===== src/rtl/sync_fifo.sv =====
// Synchronous first-word-fall-through FIFO with occupancy flags and sticky
// overflow/underflow error flags. Storage is a circular buffer addressed by
// free-running read/write pointers that wrap modulo DEPTH.
module sync_fifo #(
  parameter int DEPTH        = 8,
  parameter int BITS         = 64,
  parameter int AFULL_THRESH = DEPTH - 2
) (
  input  logic                   clk,
  input  logic                   rst_n,
  input  logic                   push,
  input  logic [BITS-1:0]        d,
  input  logic                   pop,
  input  logic                   clr_err,
  output logic [BITS-1:0]        q,
  output logic                   full,
  output logic                   empty,
  output logic                   almost_full,
  output logic [$clog2(DEPTH):0] count,
  output logic                   overflow,
  output logic                   underflow
);

  localparam int AW = $clog2(DEPTH);
  localparam int CW = AW + 1;
  localparam logic [CW-1:0] DEPTH_C = CW'(DEPTH);
  localparam logic [CW-1:0] AFULL_C = CW'(AFULL_THRESH);

  logic [BITS-1:0] mem_q [DEPTH];
  logic [BITS-1:0] mem_d [DEPTH];
  logic [AW-1:0]   wr_ptr_q, wr_ptr_d;
  logic [AW-1:0]   rd_ptr_q, rd_ptr_d;
  logic [CW-1:0]   count_q, count_d;
  logic            overflow_q, overflow_d;
  logic            underflow_q, underflow_d;

  logic            push_acc;
  logic            pop_acc;

  // Flags come only from registered occupancy, so push/pop never reach them
  assign full        = (count_q == DEPTH_C);
  assign empty       = (count_q == '0);
  assign almost_full = (count_q >= AFULL_C);
  assign count       = count_q;
  assign overflow    = overflow_q;
  assign underflow   = underflow_q;
  assign q           = empty ? '0 : mem_q[rd_ptr_q];

  // Acceptance: a full FIFO still takes a push when the head leaves in the
  // same cycle (full implies non-empty, so pop alone frees the slot)
  always_comb begin
    pop_acc  = pop && !empty;
    push_acc = push && (!full || pop_acc);
  end

  // Next-state for storage, pointers, occupancy and sticky error flags
  always_comb begin
    mem_d       = mem_q;
    wr_ptr_d    = wr_ptr_q;
    rd_ptr_d    = rd_ptr_q;
    count_d     = count_q;
    overflow_d  = overflow_q;
    underflow_d = underflow_q;

    if (push_acc) begin
      mem_d[wr_ptr_q] = d;
      wr_ptr_d        = wr_ptr_q + AW'(1);
    end
    if (pop_acc) begin
      rd_ptr_d = rd_ptr_q + AW'(1);
    end

    case ({push_acc, pop_acc})
      2'b10:   count_d = count_q + CW'(1);
      2'b01:   count_d = count_q - CW'(1);
      default: count_d = count_q;
    endcase

    // Setting an error wins over a coincident clear
    if (clr_err) begin
      overflow_d  = 1'b0;
      underflow_d = 1'b0;
    end
    if (push && !push_acc) overflow_d  = 1'b1;
    if (pop && !pop_acc)   underflow_d = 1'b1;
  end

  // State registers with asynchronous clear of contents and flags
  always_ff @(posedge clk or negedge rst_n) begin
    if (!rst_n) begin
      for (int i = 0; i < DEPTH; i++) mem_q[i] <= '0;
      wr_ptr_q    <= '0;
      rd_ptr_q    <= '0;
      count_q     <= '0;
      overflow_q  <= 1'b0;
      underflow_q <= 1'b0;
    end else begin
      mem_q       <= mem_d;
      wr_ptr_q    <= wr_ptr_d;
      rd_ptr_q    <= rd_ptr_d;
      count_q     <= count_d;
      overflow_q  <= overflow_d;
      underflow_q <= underflow_d;
    end
  end

endmodule

===== config.mk =====
export PLATFORM = sky130hd
export DESIGN_NAME = sync_fifo
export DESIGN_NICKNAME = d
export VERILOG_FILES = /design/src/rtl/sync_fifo.sv
export SDC_FILE = /design/constraint.sdc
export NUM_CORES = 1
export LEC_CHECK = 0
export BUFFER_PORTS_ARGS = -buffer_cell sky130_fd_sc_hd__buf_2
export CAP_MARGIN = 20
export CORE_ASPECT_RATIO = 0.8
export CORE_MARGIN = 1.5
export CORE_UTILIZATION = 50
export CTS_BUF_LIST = sky130_fd_sc_hd__clkbuf_16
export DETAILED_ROUTE_END_ITERATION = 12
export GPL_TIMING_DRIVEN = 0
export PLACE_DENSITY = 0.72
export SLEW_MARGIN = 20
export SYNTH_ARGS = -nofsm -noshare
export SYNTH_HDL_FRONTEND = slang
export SYNTH_SLANG_ARGS = --single-unit

===== constraint.sdc =====
create_clock -name clk -period 3.2 [get_ports clk]
set_input_delay 0.32 -clock clk [delete_from_list [all_inputs] [get_ports clk]]
set_output_delay 0.32 -clock clk [all_outputs]
set_load 0.03 [all_outputs]

==> metrics <==
Layout Nets=1675; synth unique cells=42; clock power share=17.6%; TritonCTS clock tree=built; number of synthesized flops with an enable pin=0; Synth area leader=dfrtp_1; Pre-antenna DRT Iters=6; Reg power frac=36.5%; worst-skew pair later-pin latency=590 ps; max cap viols=0; first-pass GRT wire length=82600 µm; largest cells by area after synthesis=dfrtp_1, mux2_2, mux4_2, a22o_1, mux2_4; RSZ-0062 raised after global routing=true; Hold WC Path Type=in2reg; # IOs=142; Post-Syn Nets=1468; Worst EP arrival=2820 ps; Least-Margin Pin Slew=867 ps; Final GP Congestion=0.767; RR Startpoint=count[0]$_DFFE_PN0P_; worst setup path class=reg2out; num rows=70; placed wire-length estimate=33700 µm; asr flop ratio synth=100%; Clock Tree Root=clkbuf_16; htree depth=2; fin crit period=3140 ps; largest fanout on the critical path=10; synthesized cell area=23600 µm²; Worst setup EP type=output port; logic gate share of total power=45.9%; Core Box Area=46200 µm²; pwr dens=1190 nW/µm²; share of layout cells above drive strength 1=57.2%; DRC viols=0; Finished Layout Cells=2252; area fraction of the dominant cell type after synthesis=55.6%; vias in the first global route=14.2k; antenna-violating nets left=0; vias per inst=5.81; switching component of the power=11300 µW; Syn Inst Count=1394; Total Routing Usage GR=22.3%; outcome=complete, no violations; VDD IR-drop max=0.925 mV; RR Endpoint=count[3]$_DFFE_PN0P_; CTS sink count=524; Worst Skew=12.6 ps; routed vias=13.1k; grt total ovfl=0; hold_ws=46.0 ps; startpoint types=flop; Pint=20700 µW; hold depth=3; number of fill cells=3510; Lkg Pwr=0.0118 µW; IO buf count=141; setup violators final=0; WP data required=2880 ps; Worst Reg-to-Reg Cells=8; Clock transition at path regs=60 ps; Seq/Total Area, Yosys=55.6%; Yosys reg bits=524; final wirelength=52000 µm; setup slack, reg-to-reg=180 ps; post-placement cell count=2153; Mean Syn Cell Area=16.9 µm²; final hold violations=0; Die Y-Extent=197 µm; hold endpoint=underflow$_DFFE_PN0P_; clock tree buffer depth=3; Num CTS Buffers=52; hold_sp=pop; top_reg_cell synth=dfrtp_1; initial core utilization=51.1%; Max-slew headroom=42.2%; FMAX=319 MHz; Die Area=48500 µm²; Area Overhead vs Synth=14.0%; final worst path period share=98.1%; Die W=246 µm; initial antenna violation count=10; routed length per placed instance=23.1 µm; largest net degree at the start of global routing=97; area occupied by multi-input gates=9860 µm²; Iter 0 DRT Violations=615; Synth warnings=0; Seq. cell area=13100 µm²; switching part of the total power=35.3%; Final Max Tran Viols=0
power groups by stage:
stage	clock (µW)	sequential, µW	combinational [µW]
2_1_floorplan	0	11200	11200
3_3_place_gp	0	11500	14300
3_5_place_dp	0	11700	14600
4_1_cts	5780	11600	14700
5_1_grt	6020	12000	15600
6_report	5620	11600	14700
final cells by class:
| cell class | count | share of cell area, % |
|---|---|---|
| Timing Repair Buffer | 153 | 3.51 |
| Multi-Input combinational cell | 765 | 36.6 |
| Sequential cell | 524 | 48.7 |
| Buffer | 99 | 2.49 |
| Inverter | 6 | 0.0837 |
| Tap cell | 612 | 2.85 |
| Clock buffer | 53 | 4.93 |
| Antenna cell | 6 | 0.0558 |
| Clock inverter | 34 | 0.702 |
synth_stat cells, drive strengths merged, types with 2 or more instances:
library cell,count
xnor2,5
clkbuf,33
xor2,2
mux2,515
nand4b,3
a22o,64
inv,6
nand2,2
nor2b,3
dfrtp,524
o2111ai,2
a21oi,5
ha,5
o21ai,6
buf,66
mux4,128
nor2,4
a21o,2
and4bb,2
layout by cell type, fill, tap and decap left out, drive strengths merged, types with 2 or more instances in the layout:
cell type,n
nor2b,3
xor2,2
a21oi,5
dlygate4sd3,2
clkbuf,87
a21o,2
o21ai,6
dfrtp,524
o2111ai,2
ha,5
nor2,4
and4bb,2
nand4b,3
diode,6
nand2,2
mux4,128
clkinv,17
xnor2,5
mux2,515
bufinv,2
a22o,64
inv,20
buf,216
per-layer routing:
layer / routed length (µm) / share of wire [%] / vias to the layer above / global-route usage, %
met5: 55 / 0.11 / - / 0
met1: 23700 / 45 / 7043 / 31.6
met3: 2500 / 4.8 / 81 / 4.50
met2: 24700 / 47 / 229 / 35.0
met4: 1140 / 2.2 / 10 / 6.70
li1: - / - / 5728 / -
state kept, by name (all words and copies together), names as in the netlist:
register   count
wr_ptr_q       3
count          4
underflow      1
overflow       1
rd_ptr_q       3
mem_q        512
stage by stage:
step / setup slack, ps / cell area [µm²] / utilization (%) / power (µW) / TNS (ps)
2_1_floorplan: 157 / 23600 / - / 22400 / 0
5_1_grt: 7.74 / 26900 / 58.3 / 33700 / 0
3_5_place_dp: -123 / 25200 / 54.7 / 26300 / -123
6_report: 61.2 / 26900 / 58.3 / 31900 / 0
4_1_cts: 4.88 / 26800 / 58.1 / 32100 / 0
3_3_place_gp: -8590 / 25100 / 54.3 / 25800 / -4464460
repair_timing:
action                                  in CTS  in global routing
endpoints found under the setup margin      65                 51
gates resized for setup                     25                 26
buffers inserted                             2                  2
endpoints found under the hold margin      106                  0
hold buffers                                 2                  0
pin swaps                                    1                  1
worst max-delay path, cell delays in order, from the launching register on:
cell      delay (ps)
dfrtp_1          410
clkbuf_2         400
clkbuf_1         590
mux4_2           410
a22o_1           230
buf_2            190
how the worst max path moves through the flow:
| stage | slack (ps) | from | to | cells past startpoint |
|---|---|---|---|---|
| finish | 60 | rd_ptr_q[1]$_DFFE_PN0P_ | q[49] | 5 |
| global route | 8 | rd_ptr_q[1]$_DFFE_PN0P_ | q[51] | 5 |
| global placement | -8590 | rst_n | mem_q[308]$_DFFE_PN0P_ | 1 |
| floorplan | 160 | count[0]$_DFFE_PN0P_ | count[3]$_DFFE_PN0P_ | 8 |
| detailed placement | -120 | count[0]$_DFFE_PN0P_ | count[3]$_DFFE_PN0P_ | 8 |
| CTS | 5 | count[0]$_DFFE_PN0P_ | q[6] | 7 |
cell families after synthesis:
kind of cell	share of synthesized area (%)
AO/OA/AOI/OAI	3.23
XOR/XNOR	0.260
AND/OR/NAND/NOR	0.780
adder cells (fa/ha/maj)	0.265
multiplexers	37.2
flip-flops	55.6
buffers and inverters	2.71
(Power assumes the default switching activity.)
